**src/rtl/bcd_pkg.sv**
```systemverilog
// bcd_pkg: shared FSM state type and constant helpers for the binary-to-BCD converter
package bcd_pkg;
  typedef enum logic [1:0] {IDLE, SHIFT, DONE} state_t;
  function automatic logic [63:0] pow10(input int n);
    logic [63:0] r;
    r = 64'd1;
    for (int i = 0; i < n; i++) r = r * 64'd10;
    return r;
  endfunction
  function automatic int cnt_w(input int bw);
    return $clog2(bw + 1);
  endfunction
endpackage

```
**src/rtl/bcd_add3_adj.sv**
```systemverilog
// bcd_add3_adj: one double-dabble nibble adjust, adds 3 when the digit is 5 or more
module bcd_add3_adj (
  input  logic [3:0] i_nib,
  output logic [3:0] o_nib
);
  assign o_nib = i_nib >= 4'd5 ? i_nib + 4'd3 : i_nib;
endmodule

```
**src/rtl/bin_to_bcd_seq.sv**
```systemverilog
// bin_to_bcd_seq: one-bit-per-clock double-dabble converter; define BIN2BCD_BLANK_EN to add the leading-zero blank mask
module bin_to_bcd_seq
  import bcd_pkg::*;
#(
  parameter int BIN_W  = 8,
  parameter int DIGITS = 3
) (
  input  logic                  clk,
  input  logic                  rst,
  input  logic                  start,
  input  logic [BIN_W-1:0]      bin,
  output logic                  busy,
  output logic                  valid,
  output logic [4*DIGITS-1:0]   bcd,
  output logic                  ovf
`ifdef BIN2BCD_BLANK_EN
  ,
  output logic [DIGITS-1:0]     blank
`endif
);
  localparam int SW = 4 * (DIGITS + 1);
  localparam int CW = cnt_w(BIN_W);
  localparam logic [63:0] LIMIT = pow10(DIGITS);
  state_t r_state, w_next;
  logic [BIN_W-1:0]    r_sh;
  logic [SW-1:0]       r_scr, w_adj;
  logic [CW-1:0]       r_cnt;
  logic                r_ovf_next, r_valid, r_ovf;
  logic [4*DIGITS-1:0] r_bcd;
  genvar d;
  for (d = 0; d < DIGITS + 1; d++) begin : g_adj
    bcd_add3_adj u_adj (.i_nib(r_scr[4*d +: 4]), .o_nib(w_adj[4*d +: 4]));
  end
  // state register
  always_ff @(posedge clk) begin
    if (rst) r_state <= IDLE;
    else     r_state <= w_next;
  end
  // next state: accept start only in IDLE, leave SHIFT after the last bit, DONE lasts one cycle
  always_comb begin
    w_next = r_state;
    case (r_state)
      IDLE:    w_next = start ? SHIFT : IDLE;
      SHIFT:   w_next = r_cnt == CW'(1) ? DONE : SHIFT;
      default: w_next = IDLE;
    endcase
  end
`ifdef BIN2BCD_BLANK_EN
  logic [DIGITS-1:0] r_blank, w_blank;
  logic              w_zero;
  // blank a digit when it and every higher output digit are zero; ones digit never blanks
  always_comb begin
    w_blank = '0;
    w_zero  = 1'b1;
    for (int k = DIGITS - 1; k >= 1; k--) begin
      w_zero     = w_zero & (r_scr[4*k +: 4] == 4'd0);
      w_blank[k] = w_zero & ~r_ovf_next;
    end
  end
  assign blank = r_blank;
`endif
  // datapath: capture, add-3/shift per bit, publish result in DONE
  always_ff @(posedge clk) begin
    if (rst) begin
      r_sh       <= '0;
      r_scr      <= '0;
      r_cnt      <= '0;
      r_ovf_next <= 1'b0;
      r_valid    <= 1'b0;
      r_ovf      <= 1'b0;
      r_bcd      <= '0;
`ifdef BIN2BCD_BLANK_EN
      r_blank    <= '0;
`endif
    end else begin
      r_valid <= r_state == DONE;
      case (r_state)
        IDLE: if (start) begin
          r_sh       <= bin;
          r_scr      <= '0;
          r_cnt      <= CW'(BIN_W);
          r_ovf_next <= 64'(bin) >= LIMIT;
        end
        SHIFT: begin
          r_scr <= SW'({w_adj, r_sh[BIN_W-1]});
          r_sh  <= r_sh << 1;
          r_cnt <= r_cnt - CW'(1);
        end
        DONE: begin
          r_bcd <= r_scr[4*DIGITS-1:0];
          r_ovf <= r_ovf_next;
`ifdef BIN2BCD_BLANK_EN
          r_blank <= w_blank;
`endif
        end
        default: ;
      endcase
    end
  end
  assign busy  = r_state == SHIFT;
  assign valid = r_valid;
  assign bcd   = r_bcd;
  assign ovf   = r_ovf;
endmodule

```
**config.mk**
```make
export PLATFORM = sky130hd
export DESIGN_NAME = bin_to_bcd_seq
export DESIGN_NICKNAME = d
export VERILOG_FILES = /design/src/rtl/bcd_pkg.sv /design/src/rtl/bcd_add3_adj.sv /design/src/rtl/bin_to_bcd_seq.sv
export SDC_FILE = /design/constraint.sdc
export NUM_CORES = 1
export LEC_CHECK = 0
export ABC_AREA = 1
export CELL_PAD_IN_SITES_DETAIL_PLACEMENT = 2
export CELL_PAD_IN_SITES_GLOBAL_PLACEMENT = 2
export CORE_MARGIN = 2
export CORE_UTILIZATION = 27
export CTS_CLUSTER_SIZE = 8
export DETAILED_ROUTE_END_ITERATION = 10
export GPL_ROUTABILITY_DRIVEN = 1
export GPL_TIMING_DRIVEN = 0
export PLACE_DENSITY_LB_ADDON = 0.1
export SLEW_MARGIN = 40
export SYNTH_ARGS = -nofsm -noshare
export SYNTH_HDL_FRONTEND = slang
export SYNTH_HIERARCHICAL = 1
export SYNTH_SLANG_ARGS = --single-unit
```
**constraint.sdc**
```tcl
create_clock -name clk -period 1.6 [get_ports clk]
set_input_delay 0.32 -clock clk [delete_from_list [all_inputs] [get_ports clk]]
set_output_delay 0.32 -clock clk [all_outputs]
set_load 0.02 [all_outputs]
```
==> impl_metrics.json <==
{
  "start_util_pct": 28.1,
  "critPathRequiredTime_ns": 1.28,
  "yosys_warnings": 6,
  "cts_sinks": 39,
  "wl_per_cell_um": 13.6,
  "grt_overflow": 0,
  "rsz0062_at_grt": "no",
  "num_vias": 1800,
  "drt_wl_total_um": 5530,
  "die_area_mm2": 0.00779,
  "clk_pin_slew_ns": 0.08,
  "cts.path.max_buffers": 2,
  "setup_viol_count_final": 0,
  "routed_via_density": 4.44,
  "cpLargestDelayFamily": "buffers and inverters",
  "cts_tree": "done",
  "cts_max_level": 2,
  "postSynthCellCount": 277,
  "power_mw": 1.93,
  "fin_skew_ns": 0.00671,
  "syn2layout_area_growth_pct": 23.4,
  "post-route-period-util_pct": 97.2,
  "power_per_cell_area_mw_per_mm2": 815,
  "timing.final.crit_period_ns": 1.56,
  "fp.dieW_um": 88.3,
  "final_area_mm2": 0.00237,
  "antenna_cells": 0,
  "use_met2_pct": 27.8,
  "critPathMaxStageDelay_ns": 0.60,
  "slew_violations": 0,
  "slew_headroom_pct": 62.9,
  "holdCritPathClass": "input pin to flip-flop",
  "placed_cell_area_mm2": 0.00227,
  "cap_violations": 0,
  "port_buffers": 23,
  "ir_worst_vdd_uv": 414,
  "clockRootBuffer": "clkbuf_8",
  "timing.fmax_mhz": 643,
  "clk_latency_ns": 0.30,
  "grt_antenna_before_repair": 0,
  "fillers": 834,
  "leakagePower_nw": 1.10,
  "num-nets-final": 327,
  "grt_pass1_vias": 1908,
  "grt_busiest_layer": "met2",
  "grt_use_met1_pct": 18.7,
  "worst_path_max_delay_cell": "clkdlybuf4s50_1",
  "drt_pass1_iterations": 4,
  "drive_gt1_share_pct": 13.3,
  "grt_usage_pct": 15.8,
  "route.detailed.drc": 0,
  "drtAntennaViolNets": 0,
  "dpl.hpwl_um": 4010,
  "avgSynthCellArea_um2": 6.92,
  "die_y_um": 88.3,
  "synth_nets": 296,
  "drtIter0Drc": 41,
  "startpoint_type": "flip-flop",
  "finalHoldViolCount": 0,
  "worstMarginPinSlew_ns": 0.556,
  "grt_pass1_wl_um": 9270,
  "grt_util_met3_pct": 3.45,
  "run_status": "finished clean",
  "path_class": "flip-flop to output port",
  "placementRows": 30,
  "arrival_ns": 1.24,
  "place.gp.congestion": 0.694,
  "cp_cell_sequence": "clkdlybuf4s50_1",
  "boundaryPins": 26,
  "cts_inserted_buffers": 5,
  "path_max_fanout": 2,
  "endpoint_kind": "output port",
  "worst-path-buf-inv": 1,
  "core_mm2": 0.00683,
  "syn-cell-area_mm2": 0.00192,
  "grt_start_max_net_pins": 12
}
-- final timing paths --
kind	endpoint	slack, ns	depth (start not counted)	start
setup / recovery	bcd[6]	0.04	1	bcd[6]
hold / removal	r_sh[0]	0.42	3	start
setup reg to reg	r_scr[2]	0.18	9	r_scr[1]
hold reg to reg	r_scr[0]	0.47	2	r_sh[7]
-- routing by layer --
layer / share of wire [%] / up-vias
met2: 48 / 23
li1: - / 919
met4: 1.7 / 0
met3: 3.1 / 7
met1: 47 / 851
met5: 0 / -
-- sequential cells by signal, indices dropped and copies added, names as in the netlist --
| signal | count |
|---|---|
| r_sh | 8 |
| r_cnt | 4 |
| valid | 1 |
| bcd | 12 |
| r_state | 2 |
| r_scr | 12 |
-- cell type report --
| cell class | instances | area (µm²) | area share [%] |
|---|---|---|---|
| inverters | 27 | 101 | 4.28 |
| clock buffers | 7 | 76.3 | 3.22 |
| clock inverters | 1 | 5.00 | 0.211 |
| repair buffers | 24 | 240 | 10.1 |
| plain buffers | 11 | 63.8 | 2.70 |
| multi-input cells | 200 | 977 | 41.3 |
| well taps | 96 | 120 | 5.07 |
| flip-flops and latches | 39 | 783 | 33.1 |
-- cells in the final DEF (no fill, tap or decap), types with 2 or more instances in the layout --
master / instances
dlygate4sd2_1: 2
clkdlybuf4s50_1: 16
inv_1: 22
o21ai_0: 18
buf_4: 3
nand2_1: 71
nand2_2: 3
ha_1: 8
a21oi_2: 2
o21ai_2: 4
inv_2: 5
clkbuf_1: 4
nor2_4: 7
dfxtp_1: 37
dfxtp_2: 2
nand3_1: 13
buf_2: 6
nor2_1: 53
dlymetal6s2s_1: 4
clkbuf_8: 5
a21oi_1: 16
-- through the flow --
stage / setup TNS, ns / util [%] / setup WS [ns] / hold WS, ns / instances
5_1_grt: 0 / 34.7 / 0.00270 / 0.435 / 405
6_report: 0 / 34.7 / 0.0445 / 0.421 / 405
3_5_place_dp: -4.15 / 33.2 / -0.297 / 0.466 / 396
2_1_floorplan: 0 / - / 0.375 / 0.389 / 277
3_3_place_gp: -3.58 / 33.2 / -0.309 / 0.455 / 396
4_1_cts: 0 / 34.5 / 0.00185 / 0.417 / 405
-- report_power, final --
part           switching [mW]  internal (mW)
logic                   0.145         0.0904
registers              0.0236           1.00
clock network           0.363          0.306
-- what timing repair did --
item / CTS / global route
gates resized for setup: 8 / 6
hold buffers: 0 / 0
pin swaps: 1 / 0
endpoints found under the setup margin: 3 / 14
setup buffers: 1 / 0
Power figures use the tool's default switching activity.
